$ cat src/rtl/pd_scan_pkg.sv
// ----------------------------------------------------------------------------
// pd_scan_pkg
// Shared constants and types for the photodiode beam scanner.
//   N_CH        number of photodiode channels handled by the scanner
//   CH_W        width of a channel index
//   FIFO_DEPTH  entries in the optional event FIFO
//   FIFO_PTR_W  width of a FIFO read/write pointer
//   pd_event_t  one note event: channel index plus beam state
//               (on = 1 means beam broken, on = 0 means beam restored)
// ----------------------------------------------------------------------------
package pd_scan_pkg;

    localparam int N_CH       = 8;
    localparam int CH_W       = 3;
    localparam int FIFO_DEPTH = 8;
    localparam int FIFO_PTR_W = 3;

    typedef struct packed {
        logic [CH_W-1:0] ch;
        logic            on;
    } pd_event_t;

endpackage

$ cat src/rtl/pd_debounce.sv
// ----------------------------------------------------------------------------
// pd_debounce
// One photodiode channel: a 2-flop synchroniser followed by a persistence
// counter. The stable output only changes once the synchronised input has
// disagreed with it for DEBOUNCE_CYCLES consecutive cycles.
// Ports:
//   clk     system clock
//   rst_n   asynchronous active-low reset
//   raw     unsynchronised photodiode pin (1 = beam broken)
//   stable  debounced beam state
// ----------------------------------------------------------------------------
module pd_debounce #(
    parameter int DEBOUNCE_CYCLES = 50000
) (
    input  logic clk,
    input  logic rst_n,
    input  logic raw,
    output logic stable
);
    import pd_scan_pkg::*;

    localparam int CNT_W = $clog2(DEBOUNCE_CYCLES + 1);
    // The toggle fires on the edge where the count would reach
    // DEBOUNCE_CYCLES, so the register is compared against one less.
    localparam logic [CNT_W-1:0] LAST_COUNT = CNT_W'(DEBOUNCE_CYCLES - 1);

    logic             sync_1;
    logic             sync_2;
    logic [CNT_W-1:0] cnt;

    // Two-flop synchroniser: the raw pin is asynchronous to clk, so nothing
    // else may look at it before it has passed through both stages.
    always_ff @(posedge clk or negedge rst_n) begin
        if (!rst_n) begin
            sync_1 <= 1'b0;
            sync_2 <= 1'b0;
        end else begin
            sync_1 <= raw;
            sync_2 <= sync_1;
        end
    end

    // Persistence counter. Any cycle where the synchronised input agrees with
    // the accepted state restarts the count, so a glitch shorter than
    // DEBOUNCE_CYCLES can never flip the output.
    always_ff @(posedge clk or negedge rst_n) begin
        if (!rst_n) begin
            cnt    <= '0;
            stable <= 1'b0;
        end else if (sync_2 == stable) begin
            cnt <= '0;
        end else if (cnt == LAST_COUNT) begin
            stable <= ~stable;
            cnt    <= '0;
        end else begin
            cnt <= cnt + 1'b1;
        end
    end

endmodule

$ cat src/rtl/pd_beam_scanner.sv
// ----------------------------------------------------------------------------
// pd_beam_scanner
// Debounces eight photodiode channels and turns every accepted change of beam
// state into a note-on / note-off event delivered over a valid/ready port.
// The lowest-numbered channel whose debounced state differs from what was
// last reported wins each cycle; a change that reverts before it is issued
// cancels itself and produces no event.
//
// Build option:
//   PD_EVENT_FIFO_EN  defined   -> 8-entry first-word-fall-through event FIFO
//                     undefined -> single holding register (default)
//
// Ports:
//   clk_clk        50 MHz system clock
//   reset_reset_n  asynchronous active-low reset
//   pd_raw         unsynchronised photodiode pins, 1 = beam broken
//   enable         1 = generate events, 0 = silently absorb changes
//   pd_stable      debounced beam state per channel
//   evt_valid      an event is presented
//   evt_ready      consumer accepts the presented event
//   evt_ch         channel index of the presented event
//   evt_on         1 = beam broken (note on), 0 = beam restored (note off)
// ----------------------------------------------------------------------------
module pd_beam_scanner #(
    parameter int DEBOUNCE_CYCLES = 50000,
    parameter int N_CH            = 8
) (
    input  logic            clk_clk,
    input  logic            reset_reset_n,
    input  logic [N_CH-1:0] pd_raw,
    input  logic            enable,
    output logic [N_CH-1:0] pd_stable,
    output logic            evt_valid,
    input  logic            evt_ready,
    output logic [2:0]      evt_ch,
    output logic            evt_on
);
    import pd_scan_pkg::*;

    logic [N_CH-1:0] reported;
    logic [N_CH-1:0] pending;
    logic            issue_any;
    logic [CH_W-1:0] issue_ch;
    logic            issue;
    logic            space;
    logic            pop;
    pd_event_t       issue_evt;

    // One debouncer per photodiode channel.
    for (genvar gi = 0; gi < N_CH; gi++) begin : g_ch
        pd_debounce #(
            .DEBOUNCE_CYCLES(DEBOUNCE_CYCLES)
        ) u_debounce (
            .clk   (clk_clk),
            .rst_n (reset_reset_n),
            .raw   (pd_raw[gi]),
            .stable(pd_stable[gi])
        );
    end

    // A channel needs reporting whenever its debounced state differs from the
    // state last handed to the consumer.
    assign pending = pd_stable ^ reported;

    // Priority pick: scanning from the top down lets the lowest pending
    // channel overwrite any higher one, so channel 0 always wins.
    always_comb begin
        issue_any = 1'b0;
        issue_ch  = '0;
        for (int i = N_CH - 1; i >= 0; i--) begin
            if (pending[i]) begin
                issue_any = 1'b1;
                issue_ch  = CH_W'(i);
            end
        end
    end

    assign issue_evt.ch = issue_ch;
    assign issue_evt.on = pd_stable[issue_ch];
    assign pop          = evt_valid & evt_ready;
    assign issue        = enable & issue_any & space;

    // Reported-state register. With events disabled it simply follows the
    // debounced state, so changes made while disabled are absorbed rather
    // than replayed once events are re-enabled.
    always_ff @(posedge clk_clk or negedge reset_reset_n) begin
        if (!reset_reset_n) begin
            reported <= '0;
        end else if (!enable) begin
            reported <= pd_stable;
        end else if (issue) begin
            reported[issue_ch] <= pd_stable[issue_ch];
        end
    end

`ifdef PD_EVENT_FIFO_EN

    localparam logic [FIFO_PTR_W:0] FULL_COUNT = (FIFO_PTR_W + 1)'(FIFO_DEPTH);

    pd_event_t             fifo_mem [FIFO_DEPTH];
    logic [FIFO_PTR_W-1:0] wr_ptr;
    logic [FIFO_PTR_W-1:0] rd_ptr;
    logic [FIFO_PTR_W:0]   count;

    // A full FIFO still takes a new event when the head leaves this cycle.
    assign space     = (count != FULL_COUNT) | pop;
    assign evt_valid = (count != '0);
    assign evt_ch    = fifo_mem[rd_ptr].ch;
    assign evt_on    = fifo_mem[rd_ptr].on;

    // First-word-fall-through storage: the head entry is always on the
    // outputs, and the memory is cleared on reset so evt_ch/evt_on read 0.
    // Pointers wrap on their own because the depth is a power of two.
    always_ff @(posedge clk_clk or negedge reset_reset_n) begin
        if (!reset_reset_n) begin
            for (int i = 0; i < FIFO_DEPTH; i++) begin
                fifo_mem[i] <= '0;
            end
            wr_ptr <= '0;
            rd_ptr <= '0;
            count  <= '0;
        end else begin
            if (issue) begin
                fifo_mem[wr_ptr] <= issue_evt;
                wr_ptr           <= wr_ptr + 1'b1;
            end
            if (pop) begin
                rd_ptr <= rd_ptr + 1'b1;
            end
            case ({issue, pop})
                2'b10:   count <= count + 1'b1;
                2'b01:   count <= count - 1'b1;
                default: count <= count;
            endcase
        end
    end

`else

    // The holding register has room when empty or when its event is
    // leaving this very cycle.
    assign space = ~evt_valid | evt_ready;

    // Single holding register. A new event always takes priority over
    // clearing, which is what lets a pop and a push share one cycle.
    always_ff @(posedge clk_clk or negedge reset_reset_n) begin
        if (!reset_reset_n) begin
            evt_valid <= 1'b0;
            evt_ch    <= '0;
            evt_on    <= 1'b0;
        end else if (issue) begin
            evt_valid <= 1'b1;
            evt_ch    <= issue_evt.ch;
            evt_on    <= issue_evt.on;
        end else if (pop) begin
            evt_valid <= 1'b0;
        end
    end

`endif

endmodule

$ cat config.mk
export PLATFORM = sky130hd
export DESIGN_NAME = pd_beam_scanner
export DESIGN_NICKNAME = d
export VERILOG_FILES = /design/src/rtl/pd_scan_pkg.sv /design/src/rtl/pd_debounce.sv /design/src/rtl/pd_beam_scanner.sv
export SDC_FILE = /design/constraint.sdc
export NUM_CORES = 1
export LEC_CHECK = 0
export ABC_AREA = 1
export CAP_MARGIN = 40
export CELL_PAD_IN_SITES_DETAIL_PLACEMENT = 0
export CELL_PAD_IN_SITES_GLOBAL_PLACEMENT = 1
export CORE_ASPECT_RATIO = 1.5
export CORE_UTILIZATION = 53
export CTS_CLUSTER_DIAMETER = 150
export DETAILED_ROUTE_END_ITERATION = 16
export DONT_BUFFER_PORTS = 1
export GPL_TIMING_DRIVEN = 0
export PLACE_DENSITY_LB_ADDON = 0.25
export SLEW_MARGIN = 20
export SYNTH_ARGS = -nofsm -noshare
export SYNTH_HDL_FRONTEND = slang
export SYNTH_SLANG_ARGS = --single-unit
$ cat constraint.sdc
create_clock -name clk_clk -period 3.4 [get_ports clk_clk]
set_input_delay 1.02 -clock clk_clk [delete_from_list [all_inputs] [get_ports clk_clk]]
set_output_delay 1.02 -clock clk_clk [all_outputs]
set_load 0.03 [all_outputs]
# --- Word level (Yosys, flattened, before mapping) ---
# Cells that the tools add are included.
totals:
  register_bits: 165
  wordCells: 136
classes:
  addsub: 8
  n_lt_le_gt_ge: 2
  eq_ne: 17
  muxes: 41
  bitwise_logic: 22
  reduce_logical: 10
op_table:
  columns: ["op", "n"]
  rows:
  - ["$mux 16", 16]
  - ["$add 16x1->16 const B", 8]
  - ["$eq 16x16->1 const B", 8]
  - ["$mux 3", 8]
  - ["$not 1->1", 17]
  - ["$mux 8", 2]
  - ["$reduce_and 2->1", 8]
  - ["$mux 1", 12]
  - ["$bwmux 8", 1]
  - ["$eq 1x1->1", 8]
  - ["$xor 8x8->8", 1]
  - ["$lt 3x4->1 const B", 1]
  - ["$and 1x1->1", 3]
  - ["$bmux 1 s3", 1]
  - ["$demux 1 s3", 1]
  - ["$ge 3x1->1 const B", 1]
  - ["$ne 2x1->1 const B", 1]
  - ["$reduce_bool 2->1", 1]
  - ["$logic_and 1x1->1", 1]
  - ["$or 1x1->1", 1]

# --- Longest topological paths before layout ---
# Gate-level depths: netlist of the first run.
depth:
  word_depth: 16
  ltp_mapped: 16
  depth_no_buf: 16

# --- Hierarchy ---
# Synthesis of the first run repeated with hierarchy kept, for this count alone.
hier_totals:
  cells_unflattened: 1169
  hier_area_um2: 9431.5
by_module_without_submodules:
  columns: ["mod", "instances", "cells_each", "area_each_um2", "seq_area_each_um2"]
  rows:
  - ["pd_debounce", 8, 122, 1029.7, 475.5]
  - ["pd_beam_scanner", 1, 193, 1193.6, 325.3]

# --- Worst setup path after synthesis of the first run ---
# No wires, ideal clock.
synth_timing:
  path_type: "input port to flip-flop"
  start: "input port enable"
  end: "register reported[4]"
  setup_ps: 117
  arrival_ps: 1941
  slack_ps: 1342
  path_stages: 7
  n_path_buf: 2
  cell_sequence: "clkbuf_1 > a21boi_2 > nand2_2 > buf_6 > nor2_1 > o21ba_2 > nand2_1"
synth_via:
  elab_chain_len: 3
  word_cells_on_any_way: 4
synth_rtl:
  columns: ["element", "line_no", "rtl"]
  rows:
  - ["start, declared", "pd_beam_scanner.sv:31", "input logic enable,"]
  - ["$and 1x1->1 (2 in series)", "pd_beam_scanner.sv:81", "assign issue = enable & issue_any & space;"]
  - ["$ne 2x1->1 (no line)", null, null]
  - ["end signal, assigned", "pd_beam_scanner.sv:90", "reported <= pd_stable;"]
  - ["end signal, assigned by index", "pd_beam_scanner.sv:92", "reported[issue_ch] <= pd_stable[issue_ch];"]
  - ["end, declared", "pd_beam_scanner.sv:40", "logic [N_CH-1:0] reported;"]
# Several ways; a longest one is shown, not always the timed one.
# A chain may end at the register's enable or synchronous reset.

# --- Worst setup path after layout of the first run ---
layout_timing:
  start: "register g_ch[5].u_debounce.stable"
  end: "output port pd_stable[5]"
layout_lines:
  columns: ["element", "line_no", "rtl"]
  rows:
  - ["start, declared", "pd_debounce.sv:18", "output logic stable"]
  - ["start signal, assigned", "pd_debounce.sv:53", "stable <= ~stable;"]
  - ["end, declared", "pd_beam_scanner.sv:32", "output logic [N_CH-1:0] pd_stable,"]
# No word-level cell between the ends.

==> run_results.csv, run 1 <==
group,metric,value,unit
run_status,outcome,"complete, no violations",
synth,synth-simple-area-share,0.312,
synth,synthMuxAreaShare,0.00678,
critical_path,critPathArrivalTime,1.18,ns
routing,drt_pass1_iterations,5,
floorplan,die_y,155,microns
floorplan,core,15200,sq um
synth,postSynthAreaPerCell,8.39,sq um
clocking,cts_root_buffer,"clkbuf_16",
layout,num_antenna_cells,0,
timing,setup_tns,0,ns
place,port_buffers,0,
clocking,cts_buffers,17,
layout,layout_common_cells,"nand2_1 (174), dfrtp_1 (165), nor2_1 (150)",
synth,synth.top_cell.area_share,0.497,
clocking,cts-resized-gates,0,
layout,layout_commonest_cell,"nand2_1",
synth,synth_edf_count,0,
power,power.density,465,nW/um^2
timing,hold-worst-slack,0.287,ns
grt,grt_max_degree,166,
timing,min_period,2.20,ns
critical_path,worst-path-max-fanout,7,
floorplan,die_area,16200,sq um
synth,seq_area_frac_synth,0.497,
grt,overflow,0,
critical_path,cp_top_family,"flip-flops",
power,leakagePower,4.13,nW
grt,grt_pass1_vias,6162,
routing,ant_nets,0,
routing,drt-wirelength-per-cell,12.5,microns
routing,drc,0,
routing,drt_iter0_drc,228,
clocking,cts_sinks,165,
min_path,hold_class,"in -> async",
clocking,clk_pin_slew_worst_paths,0.06,ns
clocking,post_cts_buffers,0,
critical_path,critical_path_class,"reg -> out",
floorplan,ios,25,
critical_path,critPathSlowestCell,"dfrtp_1",
layout,layout-area-overhead-vs-synth,10.8,%
synth,synth_nets,1010,
clocking,clk_latency,0.42,ns
synth,synthCells,990,
synth,synthTopCellsByArea,"dfrtp_1 (50%), nand2_1 (7.9%), nor2_1 (6.8%)",
synth,synth_compound_area_frac,0.0524,
synth,yosys.area.top_type,"dfrtp_1",
place,hpwl,10800,microns
layout,layout-drive-gt1-share,0.111,
synth,synth_flop_cell,"dfrtp_1",
clocking,clk_path_buf_depth,2,
clocking,cts_max_level,4,
critical_path,path_buf_inv,1,
clocking,postCtsHoldBufs,0,
timing,grt_setup_unrepaired,"no",
place,routabilityCongestion,0.789,
timing,finalMaxSlewViolations,0,
floorplan,die_width,104,microns
synth,synth_xor_area_frac,0.0411,
layout,fin_cells,1221,
timing,worst_pin_slew,0.558,ns
timing,fmax,0.454,GHz
routing,vias_per_cell,5.08,
timing,fin_crit_sh,0.648,
routing,vias,6204,
critical_path,cp-start-kind,"flip-flop",
synth,syn-cell-area,8310,sq um
synth,ys_ff_latch,165,
floorplan,start_util,0.546,
layout,nFillCells,1406,
synth,yosys_warnings,0,
synth,ys_types,41,
timing,hold_viol,0,
routing,routed_wl,15300,microns
layout,layout.nets,1029,
flow_run,maxCapViolCount,0,
timing,skew,0.00604,ns
synth,ys_async_sr_fraction,1.00,
timing,slew_headroom,0.628,
critical_path,crit_chain,"buf_4",
clocking,tritoncts,"yes",
synth,synth_fa_ha_area_frac,0.0121,
critical_path,crit_path_end_kind,"output port",
power,ir_drop,0.296,mV
grt,antenna_found_initial,0,
grt,grt_use_total,0.209,
place,dp_cells,1189,
critical_path,crit_required,2.38,ns
floorplan,rows,55,
critical_path,slowest_delay,0.54,ns
grt,grt_pass1_wl,27300,microns
timing,setup_viol,0,
synth,synth_top_family_by_area,"simple AND/OR/NAND/NOR gates",
==> final timing paths <==
kind / cells after the start / slack (ns) / from / to
max: 1 / 1.20 / g_ch[5].u_debounce.stable / pd_stable[5]
min: 0 / 0.29 / reset_reset_n / g_ch[7].u_debounce.cnt[9]
max reg2reg: 8 / 1.29 / g_ch[7].u_debounce.cnt[0] / g_ch[7].u_debounce.cnt[14]
min reg2reg: 0 / 0.35 / g_ch[4].u_debounce.sync_1 / g_ch[4].u_debounce.sync_2
max in group asynchronous: 0 / 2.85 / reset_reset_n / g_ch[5].u_debounce.cnt[10]
min in group clk_clk: 0 / 0.35 / g_ch[4].u_debounce.sync_1 / g_ch[4].u_debounce.sync_2
==> registers in the layout, summed over array words and instances, names as in the netlist <==
name	flops
evt_ch	3
g_ch.u_debounce.sync_1	8
evt_on	1
reported	8
g_ch.u_debounce.cnt	128
evt_valid	1
g_ch.u_debounce.stable	8
g_ch.u_debounce.sync_2	8
==> power breakdown <==
| group | switching [W] | leakage [nW] | internal, W |
|---|---|---|---|
| Sequential | 0.0000737 | 2.25 | 0.00201 |
| Combinational | 0.0000625 | 1.57 | 0.0000382 |
| Clock | 0.000771 | 0.309 | 0.00132 |
==> kinds of logic (layout without fill, tap and decap cells) <==
kind of cell             Yosys count  after routing
multiplexers                       5              5
XOR/XNOR                          39             39
flip-flops                       165            165
AND/OR/NAND/NOR                  533            533
buffers and inverters            163            195
AO/OA/AOI/OAI                     77             77
adder cells (fa/ha/maj)            8              8
==> synth_stat cells (2+ instances only) <==
library cell    n
a21oi_1        32
nor2_1        150
nor3_1         42
dfrtp_1       165
inv_1         133
clkbuf_1        6
nand3_1        44
a211oi_1        3
nor4_1         17
mux2_2          5
xnor2_1        13
o21a_1          2
nor3b_1        29
nand4_1        24
a31oi_1         3
nand2_1       174
nand3_2         5
nor2_2         10
o21ai_0        29
nor3b_2         2
o21bai_1        3
nor2_4          3
xor2_1         26
nor3_2         14
inv_2          14
nor4_2          2
buf_4           8
nand2_2        10
nand2_4         3
ha_1            8
==> metal layers <==
metal | vias up | part of all wire | GRT usage | wire [microns]
li1 | 3207 | - | - | -
met1 | 2924 | 0.43 | 0.240 | 6550
met2 | 59 | 0.54 | 0.387 | 8220
met3 | 14 | 0.023 | 0.0423 | 354
met4 | 0 | 0.012 | 0.0701 | 191
met5 | - | 0 | 0 | 0
==> per-stage QoR <==
step / instance area (sq um) / util / setup WS [ns] / power, W
2_1_floorplan: 8310 / - / 1.34 / 0.00219
3_3_place_gp: 8560 / 0.563 / 1.05 / 0.00222
3_5_place_dp: 8560 / 0.563 / 1.05 / 0.00223
4_1_cts: 9200 / 0.605 / 1.16 / 0.00434
5_1_grt: 9200 / 0.605 / 1.05 / 0.00443
6_report: 9200 / 0.605 / 1.20 / 0.00428
==> area by class of cell <==
class | instances | area (sq um) | area share
sequential | 165 | 4130 | 0.449
multi-input combinational | 662 | 3530 | 0.383
inverter | 147 | 552 | 0.0600
clock buffer | 19 | 443 | 0.0481
tap | 199 | 249 | 0.0271
clock inverter | 13 | 205 | 0.0223
buffer | 16 | 98.8 | 0.0107
No activity file was read; power rests on OpenSTA's default activity.
==> run 2: changes to the inputs <==
- CORE_UTILIZATION: 53 -> 49
- clock period: 3.4 -> 2.1 ns (I/O delays scaled with it)
==> run 2 against run 1 <==
  * The flow now finishes with violations (negative hold slack)
  * Core utilization shrank 4.4 points
  * Clock skew increased by 0.0022 ns
  * First-iteration DRC count grew 37%
  * Critical endpoint is now evt_on
  * Highest routed layer unchanged
==> run_results.csv, run 2 (synthesized netlist as in run 1, its figures left out) <==
group,metric,value,unit
run_status,outcome,"finished, violations left",
run_status,violations,"negative hold slack",
timing,finalMaxSlewViolations,0,
layout,layout-drive-gt1-share,0.122,
clocking,clk_path_buf_depth,2,
routing,vias,6224,
floorplan,ios,25,
layout,largest_reg_flops,128,
routing,ant_nets,0,
critical_path,critical_path_class,"reg -> reg",
grt,grt_pass1_vias,6192,
timing,setup_viol,0,
routing,drt-wirelength-per-cell,12.6,microns
power,power.density,711,nW/um^2
timing,min_period,1.93,ns
critical_path,worst-path-max-fanout,9,
power,leakagePower,4.12,nW
layout,layout_common_cells,"nand2_1 (174), dfrtp_1 (165), nor2_1 (148)",
routing,vias_per_cell,5.07,
clocking,tritoncts,"yes",
routing,drc,0,
clocking,clk_latency,0.43,ns
layout,layout-area-overhead-vs-synth,10.9,%
place,hpwl,11000,microns
timing,worst_pin_slew,0.548,ns
routing,routed_wl,15500,microns
grt,grt_max_degree,166,
floorplan,die_y,161,microns
place,routabilityCongestion,0.786,
floorplan,rows,57,
layout,num_antenna_cells,0,
clocking,cts_sinks,165,
timing,skew,0.00827,ns
timing,hold_viol,165,
clocking,clk_pin_slew_worst_paths,0.06,ns
place,placed_cell_area,8560,sq um
min_path,hold_class,"in -> async",
layout,final_area,9210,sq um
clocking,cts_buffers,17,
timing,hold-worst-slack,-0.0975,ns
clocking,cts_max_level,4,
power,ir_drop,0.512,mV
floorplan,core,16400,sq um
clocking,cts_root_buffer,"clkbuf_16",
timing,setup_tns,0,ns
layout,nFillCells,1574,
floorplan,die_width,108,microns
critical_path,cp-start-kind,"flip-flop",
critical_path,critPathArrivalTime,2.29,ns
grt,grt_pass1_wl,27200,microns
routing,drt_iter0_drc,312,
place,port_buffers,0,
grt,grt_use_total,0.196,
layout,layout_commonest_cell,"nand2_1",
timing,slew_headroom,0.635,
layout,layout.nets,1029,
critical_path,crit_required,2.46,ns
critical_path,crit_path_end_kind,"flip-flop",
timing,fmax,0.518,GHz
floorplan,die_area,17500,sq um
layout,regMostFlops,"g_ch.u_debounce.cnt",
timing,fin_crit_sh,0.920,
grt,antenna_found_initial,0,
flow_run,maxCapViolCount,0,
routing,drt_pass1_iterations,4,
floorplan,start_util,0.506,
layout,finish.utilization,0.561,
grt,overflow,0,
run 2: cell count changes in the layout (fill, tap and decap cells not counted), sizes merged:
cell | previous run | this run
bufinv | 5 | 2
clkinvlp | 3 | 5
clkinv | 5 | 6
run 2: cell type report:
class                           instances  area [sq um]  share of cell area
Buffer                                 16           100              0.0109
Tap cell                              206           258              0.0280
Sequential cell                       165          4130               0.448
Clock buffer                           19           433              0.0470
Clock inverter                         13           135              0.0147
Multi-Input combinational cell        662          3600               0.391
Inverter                              147           552              0.0599
run 2: stage by stage:
| stage | power [W] | worst slack, ns | cells |
|---|---|---|---|
| floorplan | 0.00355 | 0.432 | 990 |
| detailed placement | 0.00360 | 0.0124 | 1196 |
| global placement | 0.00360 | 0.0414 | 1196 |
| global route | 0.00681 | -0.0199 | 1228 |
| CTS | 0.00666 | 0.00952 | 1228 |
| finish | 0.00655 | 0.169 | 1228 |
run 2: worst max-delay path, stage by stage, from the launching register on:
cell	delay, ns
dfrtp_1	0.43
inv_2	0.12
nand2_1	0.06
nand2_1	0.11
nand2_2	0.12
inv_2	0.09
nand2_2	0.06
nand2_2	0.13
nor2_2	0.07
nand4_1	0.08
nand2_1	0.10
nor2_4	0.26
nand3_1	0.13
nand2_1	0.08
run 2: power by group:
group	internal [W]	switching (W)
Clock	0.00174	0.00127
Combinational	0.0000633	0.0000998
Sequential	0.00326	0.000116
run 2: routing by layer:
| metal | vias up | wire length [microns] | GRT usage |
|---|---|---|---|
| met2 | 49 | 8320 | 0.361 |
| met5 | - | 0 | 0 |
| met1 | 2935 | 6610 | 0.222 |
| li1 | 3220 | - | - |
| met3 | 20 | 279 | 0.0375 |
| met4 | 0 | 264 | 0.0719 |
run 2: worst paths after layout:
kind	start	end	slack (ns)	cells after the start
min in group clk_clk	pd_raw[2]	g_ch[2].u_debounce.sync_1	0.23	0
min reg2reg	g_ch[0].u_debounce.sync_1	g_ch[0].u_debounce.sync_2	0.35	0
max in group asynchronous	reset_reset_n	g_ch[6].u_debounce.cnt[0]	1.85	0
max	g_ch[2].u_debounce.stable	evt_on	0.17	13
min	reset_reset_n	g_ch[7].u_debounce.cnt[13]	-0.1	0
max reg2reg	g_ch[2].u_debounce.stable	evt_on	0.17	13
run 2: timing repair:
| item | in CTS | in global routing |
|---|---|---|
| resized for setup | 0 | 18 |
| setup endpoints to repair | 0 | 41 |
| endpoints found under the hold margin | 165 | 165 |
| setup buffers | 0 | 0 |
==> run 3: changes to the inputs <==
- CORE_UTILIZATION: 49 -> 47
- DONT_BUFFER_PORTS: 1 -> not set
==> run 3 against run 2 <==
  * The run now ends clean
  * Combinational power grew 120%
  * Hold slack gained 0.27 ns
  * Die area grew 4.2%
  * Count of clock-buffer cells in the layout grew 3
  * Wire length grew 3.1%
  * Total power grew 5.1%
  * Clock skew grew 0.0010 ns
  * Worst setup slack lost 0.094 ns
  * Via count grew 1.3%
  * Sequential share of layout area shrank 1.5 points
==> run_results.csv, run 3 (synthesized netlist as in run 1, its figures left out) <==
group,metric,value,unit
grt,overflow,0,
run_status,outcome,"complete, no violations",
clocking,cts_max_level,4,
timing,fin_crit_sh,0.964,
layout,layout-drive-gt1-share,0.133,
clocking,cts_sinks,165,
routing,drt-wirelength-per-cell,12.7,microns
floorplan,ios,25,
critical_path,critPathArrivalTime,1.40,ns
routing,wl_met1,6880,microns
timing,fin_ws,0.0747,ns
critical_path,path_buf_inv,2,
clocking,tritoncts,"yes",
timing,hold_viol,0,
timing,grt_setup_unrepaired,"yes",
routing,drc,0,
critical_path,critical_path_class,"reg -> out",
critical_path,worst-path-max-fanout,5,
timing,skew,0.00927,ns
routing,vias_per_cell,5.00,
min_path,hold_class,"in -> async",
flow_run,maxCapViolCount,0,
timing,finalMaxSlewViolations,0,
critical_path,crit_required,1.47,ns
clocking,clk_path_buf_depth,2,
floorplan,rows,59,
grt,antenna_found_initial,0,
timing,fmax,0.494,GHz
place,routabilityCongestion,0.801,
timing,worst_pin_slew,0.643,ns
critical_path,crit_chain,"buf_4, dlygate4sd2_1",
routing,top_layer_used,"met4",
floorplan,core,17300,sq um
floorplan,die_width,111,microns
clocking,cts_buffers,17,
layout,finish.utilization,0.550,
routing,routed_wl,16000,microns
layout,layout_common_cells,"nand2_1 (172), dfrtp_1 (163), nor2_1 (143)",
critical_path,critPathSlowestCell,"dfrtp_1",
place,port_buffers,23,
power,leakagePower,4.32,nW
clocking,cts_root_buffer,"clkbuf_16",
layout,layout-area-overhead-vs-synth,14.9,%
floorplan,start_util,0.479,
grt,grt_use_total,0.192,
clocking,clk_latency,0.43,ns
power,ir_drop,0.489,mV
layout,final_area,9540,sq um
routing,route.met2.wl,8530,microns
layout,regMostFlops,"g_ch.u_debounce.cnt",
place,pre_cts_ws,0.0387,ns
clocking,postCtsHoldBufs,0,
layout,largest_reg_flops,128,
critical_path,crit_path_end_kind,"output port",
routing,ant_nets,0,
timing,slew_headroom,0.571,
place,dp_cells,1227,
critical_path,cp_top_family,"buffers and inverters",
timing,setup_viol,0,
critical_path,slowest_delay,0.45,ns
clocking,clk_pin_slew_worst_paths,0.06,ns
critical_path,cp-start-kind,"flip-flop",
grt,grt_max_degree,84,
timing,setup_tns,0,ns
grt,grt_pass1_wl,28300,microns
routing,met3_wirelength,242,microns
routing,vias,6303,
power,power.density,721,nW/um^2
grt,grt_pass1_vias,6226,
routing,drt_iter0_drc,232,
timing,min_period,2.03,ns
place,hpwl,11400,microns
layout,layout_commonest_cell,"nand2_1",
layout,layout.nets,1056,
routing,drt_pass1_iterations,4,
floorplan,die_area,18200,sq um
layout,fin_cells,1261,
floorplan,die_y,165,microns
place,placed_cell_area,8840,sq um
layout,num_antenna_cells,0,
-- run 3: cell types whose count changed in the layout (fill, tap and decap cells not counted), moves of 4 or more --
cell	change
buf_4	+4
clkbuf_8	+4
clkdlybuf4s50_1	+9
dlygate4sd2_1	+5
nor2_1	-5
nor2_2	+5
-- run 3: final timing paths --
kind | startpoint | endpoint | slack [ns] | cells past startpoint
max | g_ch[3].u_debounce.stable | pd_stable[3] | 0.07 | 2
min reg2reg | g_ch[5].u_debounce.sync_1 | g_ch[5].u_debounce.sync_2 | 0.35 | 0
min in group clk_clk | g_ch[5].u_debounce.sync_1 | g_ch[5].u_debounce.sync_2 | 0.35 | 0
max reg2reg | g_ch[7].u_debounce.cnt[0] | g_ch[7].u_debounce.cnt[13] | 0.16 | 7
min | reset_reset_n | g_ch[7].u_debounce.cnt[10] | 0.17 | 1
max in group asynchronous | reset_reset_n | reported[0] | 1.10 | 2
-- run 3: area by class of cell --
cell class | instances | area [sq um]
clock buffers | 22 | 484
plain buffers | 16 | 98.8
fillers | 1622 | 7800
repair buffers | 27 | 279
clock inverters | 9 | 125
well taps | 213 | 267
flip-flops and latches | 165 | 4130
inverters | 147 | 552
multi-input cells | 662 | 3610
-- run 3: what timing repair did --
action                                 CTS  global route
setup buffers                            0             3
endpoints found under the hold margin    0             0
gates resized for setup                 12            29
setup endpoints to repair               10            49
cloned                                   0             0
pin swaps                                0             3
-- run 3: stage by stage --
step	power [W]	hold slack, ns
after CTS	0.00698	0.210
after global placement	0.00374	0.331
final	0.00688	0.169
after detailed placement	0.00375	0.335
after global routing	0.00715	0.236
after floorplan	0.00355	0.331
-- run 3: power by group --
| group | total, W | internal (W) | leakage [nW] | switching [W] |
|---|---|---|---|---|
| sequential | 0.00331 | 0.00326 | 2.24 | 0.0000531 |
| combinational | 0.000356 | 0.000123 | 1.78 | 0.000233 |
| clock | 0.00321 | 0.00198 | 0.298 | 0.00123 |
| total | 0.00688 | 0.00537 | 4.32 | 0.00152 |
-- run 3: layer usage --
metal | up-vias | global-route usage
met5 | - | 0
met4 | 0 | 0.0806
li1 | 3275 | -
met2 | 46 | 0.353
met3 | 20 | 0.0290
met1 | 2962 | 0.223
